$ cat src/rtl/pipe_ctrl_pkg.sv
// Shared constants for the pipeline stall/flush sequencer.
package pipe_ctrl_pkg;

   // Pipeline register indices within the stall vector
   localparam int unsigned STG_PC     = 0;
   localparam int unsigned STG_IF     = 1;
   localparam int unsigned STG_IF_ID  = 2;
   localparam int unsigned STG_ID_EX  = 3;
   localparam int unsigned STG_EX_MEM = 4;
   localparam int unsigned STG_MEM_WB = 5;
   localparam int unsigned STG_WB     = 6;
   localparam int unsigned NUM_STG    = 7;

   // MEM-stage exception type codes; 2'b11 is reserved and never accepted
   localparam logic [1:0] EXC_NONE = 2'b00;
   localparam logic [1:0] EXC_TRAP = 2'b01;
   localparam logic [1:0] EXC_ERTN = 2'b10;

   // Sequencer state encoding
   localparam logic [1:0] ST_IDLE  = 2'b00;
   localparam logic [1:0] ST_PEND  = 2'b01;
   localparam logic [1:0] ST_FLUSH = 2'b10;

   // Stall mask covering pipeline registers 0..stg inclusive
   function automatic logic [NUM_STG-1:0] stall_upto(input int unsigned stg);
      logic [NUM_STG-1:0] m;
      m = '0;
      for (int unsigned i = 0; i < NUM_STG; i++) begin
         if (i <= stg) m[i] = 1'b1;
      end
      return m;
   endfunction

endpackage

$ cat src/rtl/stall_watchdog.sv
// Consecutive-stall watchdog plus saturating stalled-cycle performance counter.
module stall_watchdog #(
   parameter int unsigned WDOG_LIMIT = 1024,
   parameter int unsigned CNT_W      = 32
) (
   input  logic             i_clk,
   input  logic             i_rst_n,
   input  logic             i_stall,
   input  logic             i_flush,
   output logic             o_wdog_timeout,
   output logic [CNT_W-1:0] o_stall_cycle_cnt
);

   localparam int unsigned          RUN_W    = $clog2(WDOG_LIMIT);
   localparam logic [RUN_W-1:0]     RUN_LAST = RUN_W'(WDOG_LIMIT - 1);

   logic [RUN_W-1:0] r_run;
   logic             r_wdog;
   logic [CNT_W-1:0] r_cnt;

   // Run counter restarts on any unstalled or flushing cycle; wraps with a pulse at the limit
   always_ff @(posedge i_clk or negedge i_rst_n) begin
      if (!i_rst_n) begin
         r_run  <= '0;
         r_wdog <= 1'b0;
      end else if (!i_stall || i_flush) begin
         r_run  <= '0;
         r_wdog <= 1'b0;
      end else if (r_run == RUN_LAST) begin
         r_run  <= '0;
         r_wdog <= 1'b1;
      end else begin
         r_run  <= r_run + 1'b1;
         r_wdog <= 1'b0;
      end
   end

   // Saturating count of all stalled cycles
   always_ff @(posedge i_clk or negedge i_rst_n) begin
      if (!i_rst_n) begin
         r_cnt <= '0;
      end else if (i_stall && (r_cnt != {CNT_W{1'b1}})) begin
         r_cnt <= r_cnt + 1'b1;
      end
   end

   assign o_wdog_timeout    = r_wdog;
   assign o_stall_cycle_cnt = r_cnt;

endmodule

$ cat src/rtl/pipe_ctrl.sv
// Pipeline stall priority encoder and exception flush sequencer.
module pipe_ctrl
   import pipe_ctrl_pkg::*;
#(
   parameter int unsigned WDOG_LIMIT = 1024,
   parameter int unsigned CNT_W      = 32
) (
   input  logic             clk,
   input  logic             rst,
   input  logic             stallreq_if,
   input  logic             stallreq_id,
   input  logic             stallreq_ex,
   input  logic             stallreq_mem,
   input  logic [1:0]       mem_excepttype,
   input  logic             mem_inst_valid,
   input  logic [31:0]      mem_pc,
   input  logic [31:0]      csr_eentry,
   input  logic [31:0]      csr_era,
   output logic [6:0]       stall,
   output logic             flush,
   output logic [31:0]      new_pc,
   output logic             epc_we,
   output logic [31:0]      epc_wdata,
   output logic             wdog_timeout,
   output logic [CNT_W-1:0] stall_cycle_cnt
);

   logic [1:0]  r_state;
   logic [1:0]  w_state_nxt;
   logic        w_capture;
   logic        w_event;
   logic        w_flush;
   logic        r_is_trap;
   logic [31:0] r_pc;
   logic [31:0] r_target;
   logic [6:0]  w_stall;

   assign w_event = mem_inst_valid &&
                    ((mem_excepttype == EXC_TRAP) || (mem_excepttype == EXC_ERTN));
   assign w_flush = (r_state == ST_FLUSH);

   // Next-state: exceptions are only accepted from IDLE; PEND waits out the dcache miss
   always_comb begin
      w_state_nxt = r_state;
      w_capture   = 1'b0;
      case (r_state)
         ST_IDLE: begin
            if (w_event) begin
               w_capture   = 1'b1;
               w_state_nxt = stallreq_mem ? ST_PEND : ST_FLUSH;
            end
         end
         ST_PEND:  if (!stallreq_mem) w_state_nxt = ST_FLUSH;
         ST_FLUSH: w_state_nxt = ST_IDLE;
         default:  w_state_nxt = ST_IDLE;
      endcase
   end

   // State register and captured exception context
   always_ff @(posedge clk or negedge rst) begin
      if (!rst) begin
         r_state   <= ST_IDLE;
         r_is_trap <= 1'b0;
         r_pc      <= '0;
         r_target  <= '0;
      end else begin
         r_state <= w_state_nxt;
         if (w_capture) begin
            r_is_trap <= (mem_excepttype == EXC_TRAP);
            r_pc      <= mem_pc;
            r_target  <= (mem_excepttype == EXC_TRAP) ? csr_eentry : csr_era;
         end
      end
   end

   // Highest requesting stage wins; a flush overrides every stall
   always_comb begin
      w_stall = '0;
      if (!w_flush) begin
         if (stallreq_mem)     w_stall = stall_upto(STG_MEM_WB);
         else if (stallreq_ex) w_stall = stall_upto(STG_EX_MEM);
         else if (stallreq_id) w_stall = stall_upto(STG_ID_EX);
         else if (stallreq_if) w_stall = stall_upto(STG_IF_ID);
      end
   end

   assign stall     = w_stall;
   assign flush     = w_flush;
   assign new_pc    = w_flush ? r_target : 32'h0;
   assign epc_we    = w_flush & r_is_trap;
   assign epc_wdata = w_flush ? r_pc : 32'h0;

   stall_watchdog #(
      .WDOG_LIMIT (WDOG_LIMIT),
      .CNT_W      (CNT_W)
   ) u_stall_watchdog (
      .i_clk             (clk),
      .i_rst_n           (rst),
      .i_stall           (w_stall[STG_PC]),
      .i_flush           (w_flush),
      .o_wdog_timeout    (wdog_timeout),
      .o_stall_cycle_cnt (stall_cycle_cnt)
   );

endmodule
$ cat config.mk
export PLATFORM = sky130hd
export DESIGN_NAME = pipe_ctrl
export DESIGN_NICKNAME = d
export VERILOG_FILES = /design/src/rtl/pipe_ctrl_pkg.sv /design/src/rtl/stall_watchdog.sv /design/src/rtl/pipe_ctrl.sv
export SDC_FILE = /design/constraint.sdc
export NUM_CORES = 1
export LEC_CHECK = 0
export ABC_CLOCK_PERIOD_IN_PS = 4900
export CORE_MARGIN = 3
export CORE_UTILIZATION = 48
export CTS_BUF_LIST = sky130_fd_sc_hd__clkbuf_4 sky130_fd_sc_hd__clkbuf_8 sky130_fd_sc_hd__clkbuf_16
export DETAILED_ROUTE_END_ITERATION = 6
export GPL_ROUTABILITY_DRIVEN = 0
export PLACE_DENSITY = 0.95
export SETUP_SLACK_MARGIN = 0.2
export SLEW_MARGIN = 30
export SYNTH_ARGS = -nofsm -noshare
export SYNTH_HDL_FRONTEND = slang
export SYNTH_SLANG_ARGS = --single-unit
export TNS_END_PERCENT = 100
$ cat constraint.sdc
create_clock -name clk -period 4.9 [get_ports clk]
set_clock_uncertainty 0.15 [all_clocks]
set_input_delay 1.225 -clock clk [delete_from_list [all_inputs] [get_ports clk]]
set_output_delay 1.225 -clock clk [all_outputs]
set_load 0.005 [all_outputs]
-- Word-level counts from Yosys, hierarchy flattened
Cells that the tools add are included.
- magnitude comparators: 0
- reductions and logical operators: 7
- multiplexer cells: 18
- add/subtract/negate cells: 2
- shifts and indexed selects: 0
- equal/unequal tests: 8
- div/mod/pow operators: 0
- multipliers: 0
- bitwise logic cells: 1
- operators with widths (operator ; number):
    $mux 32 ; 3
    $add 32x1->32 const B ; 1
    $ne 32x32->1 const B ; 1
    $mux 10 ; 2
    $mux 6 ; 2
    $add 10x1->10 const B ; 1
    $eq 10x10->1 const B ; 1
    $mux 2 ; 3
    $mux 5 ; 1
    $eq 2x1->1 const B ; 2
    $eq 2x2->1 const B ; 2
    $mux 1 ; 4
    $mux 4 ; 1
    $ne 2x2->1 const B ; 2
    $pmux 2 s2 ; 1
    $mux 3 ; 1
    $logic_and 1x1->1 ; 2
    $logic_not 2->1 ; 1
    $logic_or 1x1->1 ; 2
    $reduce_and 2->1 ; 1
    $and 1x1->1 ; 1
    $logic_not 1->1 ; 1
- memories: 0
- register bits: 110
- output and inout bits: 106
- bits in writable memories: 0
- ROM bits: 0
- logic and storage cells: 43
- latch bits: 0
- input port bits: 105

-- Logic depth before layout (Yosys ltp)
- depth in word-level cells: 8
- gate-level depth with buffers: 7
- mapped depth without buffers: 6

-- Cells and area by module
A second synthesis with hierarchy kept.
- cell total of the unflattened synthesis: 462
- area, all modules: 5587.9 µm²
- modules (own cells, without submodules) (module ; area each (µm²) ; seq. area each (µm²) ; cells each ; instances):
    pipe_ctrl ; 3489.6 ; 1676.6 ; 268 ; 1
    stall_watchdog ; 2098.3 ; 1076.0 ; 194 ; 1

-- Worst setup path before layout
No wires, ideal clock.
- kind: input to output
- start point: in stallreq_mem
- end point: out stall[0]
- required time: 3.525 ns
- arrival time: 2.100 ns
- stages on the path: 4
- buffers on the path: 1
- slack: 1.425 ns
- cells stage by stage: or4_4 -> nand2_2 -> inv_2 -> buf_4
- longest elaborated chain between the ends: 2
- ends and longest elaborated chain (item ; line ; RTL):
    start: declaration ; pipe_ctrl.sv:13 ; input logic stallreq_mem,
    $mux 6 ; pipe_ctrl.sv:80 ; if (stallreq_mem) w_stall = stall_upto(STG_MEM_WB);
    $mux 6 ; pipe_ctrl.sv:79 ; if (!w_flush) begin
    end: declaration ; pipe_ctrl.sv:19 ; output logic [6:0] stall,
No other way between the ends.

-- Final worst setup path
- start point: in stallreq_mem
- end point: out stall[2]
Same word-level chain as after synthesis.

==> summary.md <==
| Metric | Value |
|---|---|
| CTS tree | done |
| Top_reg_cell synth | dfrtp_1 |
| F_max | 226 MHz |
| Most used cell, CP | clkdlybuf4s50_1 |
| Commonest non-fill, non-tap cell in the layout | clkdlybuf4s50_1 |
| PwrDens | 317 mW/mm^2 |
| Most frequent cells in the layout | clkdlybuf4s50_1, dfrtp_1, and2_1, nor2_1, a21oi_1 |
| CTS Hold Bufs | 0 |
| Layout area overhead | 44.2% |
| CP required | 3.52 ns |
| Yosys cell types | 37 |
| Gr usage total | 0.230 |
| Crit-path cells | clkdlybuf4s50_1 -> or4_4 -> nand2_2 -> inv_2 -> clkdlybuf4s50_1 |
| Hold Fails Final Rpt | 0 |
| Max_cap viols | 0 |
| Hold Crit Class | register to register |
| Die Y-Extent | 112 um |
| Clock transition at path regs | 0.10 ns |
| Total number of vias | 4454 |
| Synth warn | 0 |
| Setup violators final | 0 |
| Nets | 801 |
| Syn_area_per_cell | 10.8 um^2 |
| Synth top area share | 0.511 |
| Core area | 0.0109 mm^2 |
| Clk Latency, worst-skew pair | 0.36 ns |
| Initial antenna violation count | 0 |
| First-pass GRT wire length | 23100 um |
| Gate power share | 0.270 |
| Post-CTS sizing | 0 |
| Largest area contributor in the netlist | dfrtp_1 |
| Num rows | 38 |
| Crit-path max cell delay | 0.59 ns |
| Ant. Diodes | 0 |
| Net Sw Frac | 0.287 |
| Vias/cell | 5.32 |
| Tmin final | 4.42 ns |
| Max clock buf depth | 2 |
| Internal power | 1750 uW |
| Starting density of the core | 0.495 |
| Flop pwr share | 0.502 |
| Die W | 112 um |
| Final TNS setup | 0 ns |
| Final Util | 0.714 |
| DRC viols | 0 |
| RSZ-0062 raised after global routing | false |
| Clock root buffer | clkbuf_8 |
| Synth Instances | 499 |
| Clk sinks | 110 |
| CP Launch Type | primary input |
| Remaining Overflow, GRT | 0 |
| Seq/Total Area, Yosys | 0.511 |
| Bufs and invs on worst path | 3 |
| Max FO, Critical Path | 7 |
| Antenna Nets Post-Route | 0 |
| Leak pwr | 0.00316 uW |
| Largest delay share family, worst path | buffers and inverters |
| CP arrival | 3.04 ns |
| Synth top area cells | dfrtp_1, and2_1, mux2_2 |
| DR WL/cell | 17.0 um |
| Post-CTS setup repair buffer count | 0 |
| Worst-margin pin slew | 0.795 ns |
| Drt pass-1 iters | 7 |
| Synth async-reset ratio | 1.00 |
| Final period util | 0.902 |
| DP HPWL | 10700 um |
| #FFs+latches synth | 110 |
| Vias in the first global route | 4665 |
| WS Path Type | primary input to primary output |
| CP max-delay cell | or4_4 |
| I/O pin cnt | 211 |
| Status | finished, final reports clean |
| Buffers on Ports | 209 |
| Iter 0 DRT Violations | 252 |
| Slew Viols, Final | 0 |
| EDFF count, synth | 0 |
| Largest net degree at the start of global routing | 86 |
| Worst Setup End Kind | primary output |
| Syn Nets | 607 |
| Net switching power | 707 uW |
| Clock share of power | 0.228 |
| Die ar. | 0.0125 mm^2 |
| Layout cell share with drive strength beyond 1 | 0.0960 |
| Max IR drop VDD | 0.188 mV |
| Rel. slew slack | 0.470 |
| CTS Buf Count | 9 |
| H-tree depth | 3 |
| Final wirelength | 14200 um |
| Mapped cell area | 0.00539 mm^2 |
[worst paths after layout]
check | startpoint | to | slack (ns) | cells past startpoint
min in group asynchronous | rst | u_stall_watchdog.o_wdog_timeout | 0.76 | 1
max in group asynchronous | rst | r_target[13] | 2.98 | 2
worst max register to register | r_state[0] | u_stall_watchdog.o_stall_cycle_cnt[13] | 2.16 | 6
worst max-delay path | stallreq_mem | stall[2] | 0.48 | 5
worst min register to register | u_stall_watchdog.r_run[0] | u_stall_watchdog.r_run[0] | 0.36 | 1
worst min-delay path | u_stall_watchdog.r_run[0] | u_stall_watchdog.r_run[0] | 0.36 | 1
[power by group through the flow]
stage | combinational (uW) | clock (uW) | sequential (uW)
floorplan | 336 | 0 | 1210
global placement | 636 | 0 | 1230
detailed placement | 671 | 0 | 1250
CTS | 672 | 573 | 1230
global route | 731 | 611 | 1260
finish | 664 | 561 | 1240
[registers in the layout (all words and copies together), names as in the netlist]
register                            count
r_pc                                   32
r_target                               32
u_stall_watchdog.o_stall_cycle_cnt     32
u_stall_watchdog.r_run                 10
r_state                                 2
r_is_trap                               1
u_stall_watchdog.o_wdog_timeout         1
[through the flow]
stage / hold WS, ns / worst slack, ns / cell area, um^2 / power [uW] / std cells
floorplan: 0.298 / 1.43 / 5390 / 1550 / 499
CTS: 0.357 / 0.467 / 7760 / 2480 / 838
finish: 0.358 / 0.481 / 7770 / 2460 / 838
detailed placement: 0.334 / 0.472 / 7550 / 1920 / 822
global placement: 0.313 / 0.533 / 7550 / 1870 / 822
global route: 0.371 / 0.381 / 7770 / 2600 / 838
[layer usage]
layer  share of wire  track usage  routed length, um
met5               0            0                  0
met2            0.53        0.411               7500
met1            0.37        0.264               5270
met3           0.084       0.0701               1190
met4           0.018       0.0737                258
[cell type report]
class,count,area [um^2]
Fill cell,772,3120
Multi-Input combinational cell,356,2510
Inverter,4,16.3
Tap cell,140,175
Sequential cell,110,2750
Timing Repair Buffer,212,2120
Clock buffer,10,131
Clock inverter,6,71.3
[cells in the mapped netlist (all sizes together) (2+ instances only)]
cell type / number
nor3b: 2
inv: 4
nand2: 15
nor4b: 2
nor2: 49
xnor2: 30
and3: 12
and2: 71
ha: 3
nor4: 2
mux2i: 32
and4: 6
dfrtp: 110
nand3: 22
nand4: 18
xor2: 8
a21oi: 35
buf: 16
mux2: 34
nor3: 10
clkbuf: 13
[cell families (layout without fill, tap and decap cells)]
| family | Yosys count | in the layout | synth area share |
|---|---|---|---|
| AND/OR/NAND/NOR | 213 | 213 | 0.229 |
| flip-flops | 110 | 110 | 0.511 |
| multiplexers | 66 | 66 | 0.131 |
| XOR/XNOR | 38 | 38 | 0.0618 |
| AO/OA/AOI/OAI | 35 | 35 | 0.0325 |
| buffers and inverters | 33 | 232 | 0.0276 |
| adder cells (fa/ha/maj) | 3 | 3 | 0.00697 |
| other | 1 | 1 | 0.000696 |
[worst register-to-register path, stage by stage, from the launching register on]
cell      delay, ns
dfrtp_1        0.42
nand2b_1       0.24
clkinv_2       0.64
nor3_4         0.63
nand2_1        0.13
nor4b_2        0.28
xor2_1         0.18
(Power assumes the default switching activity.)
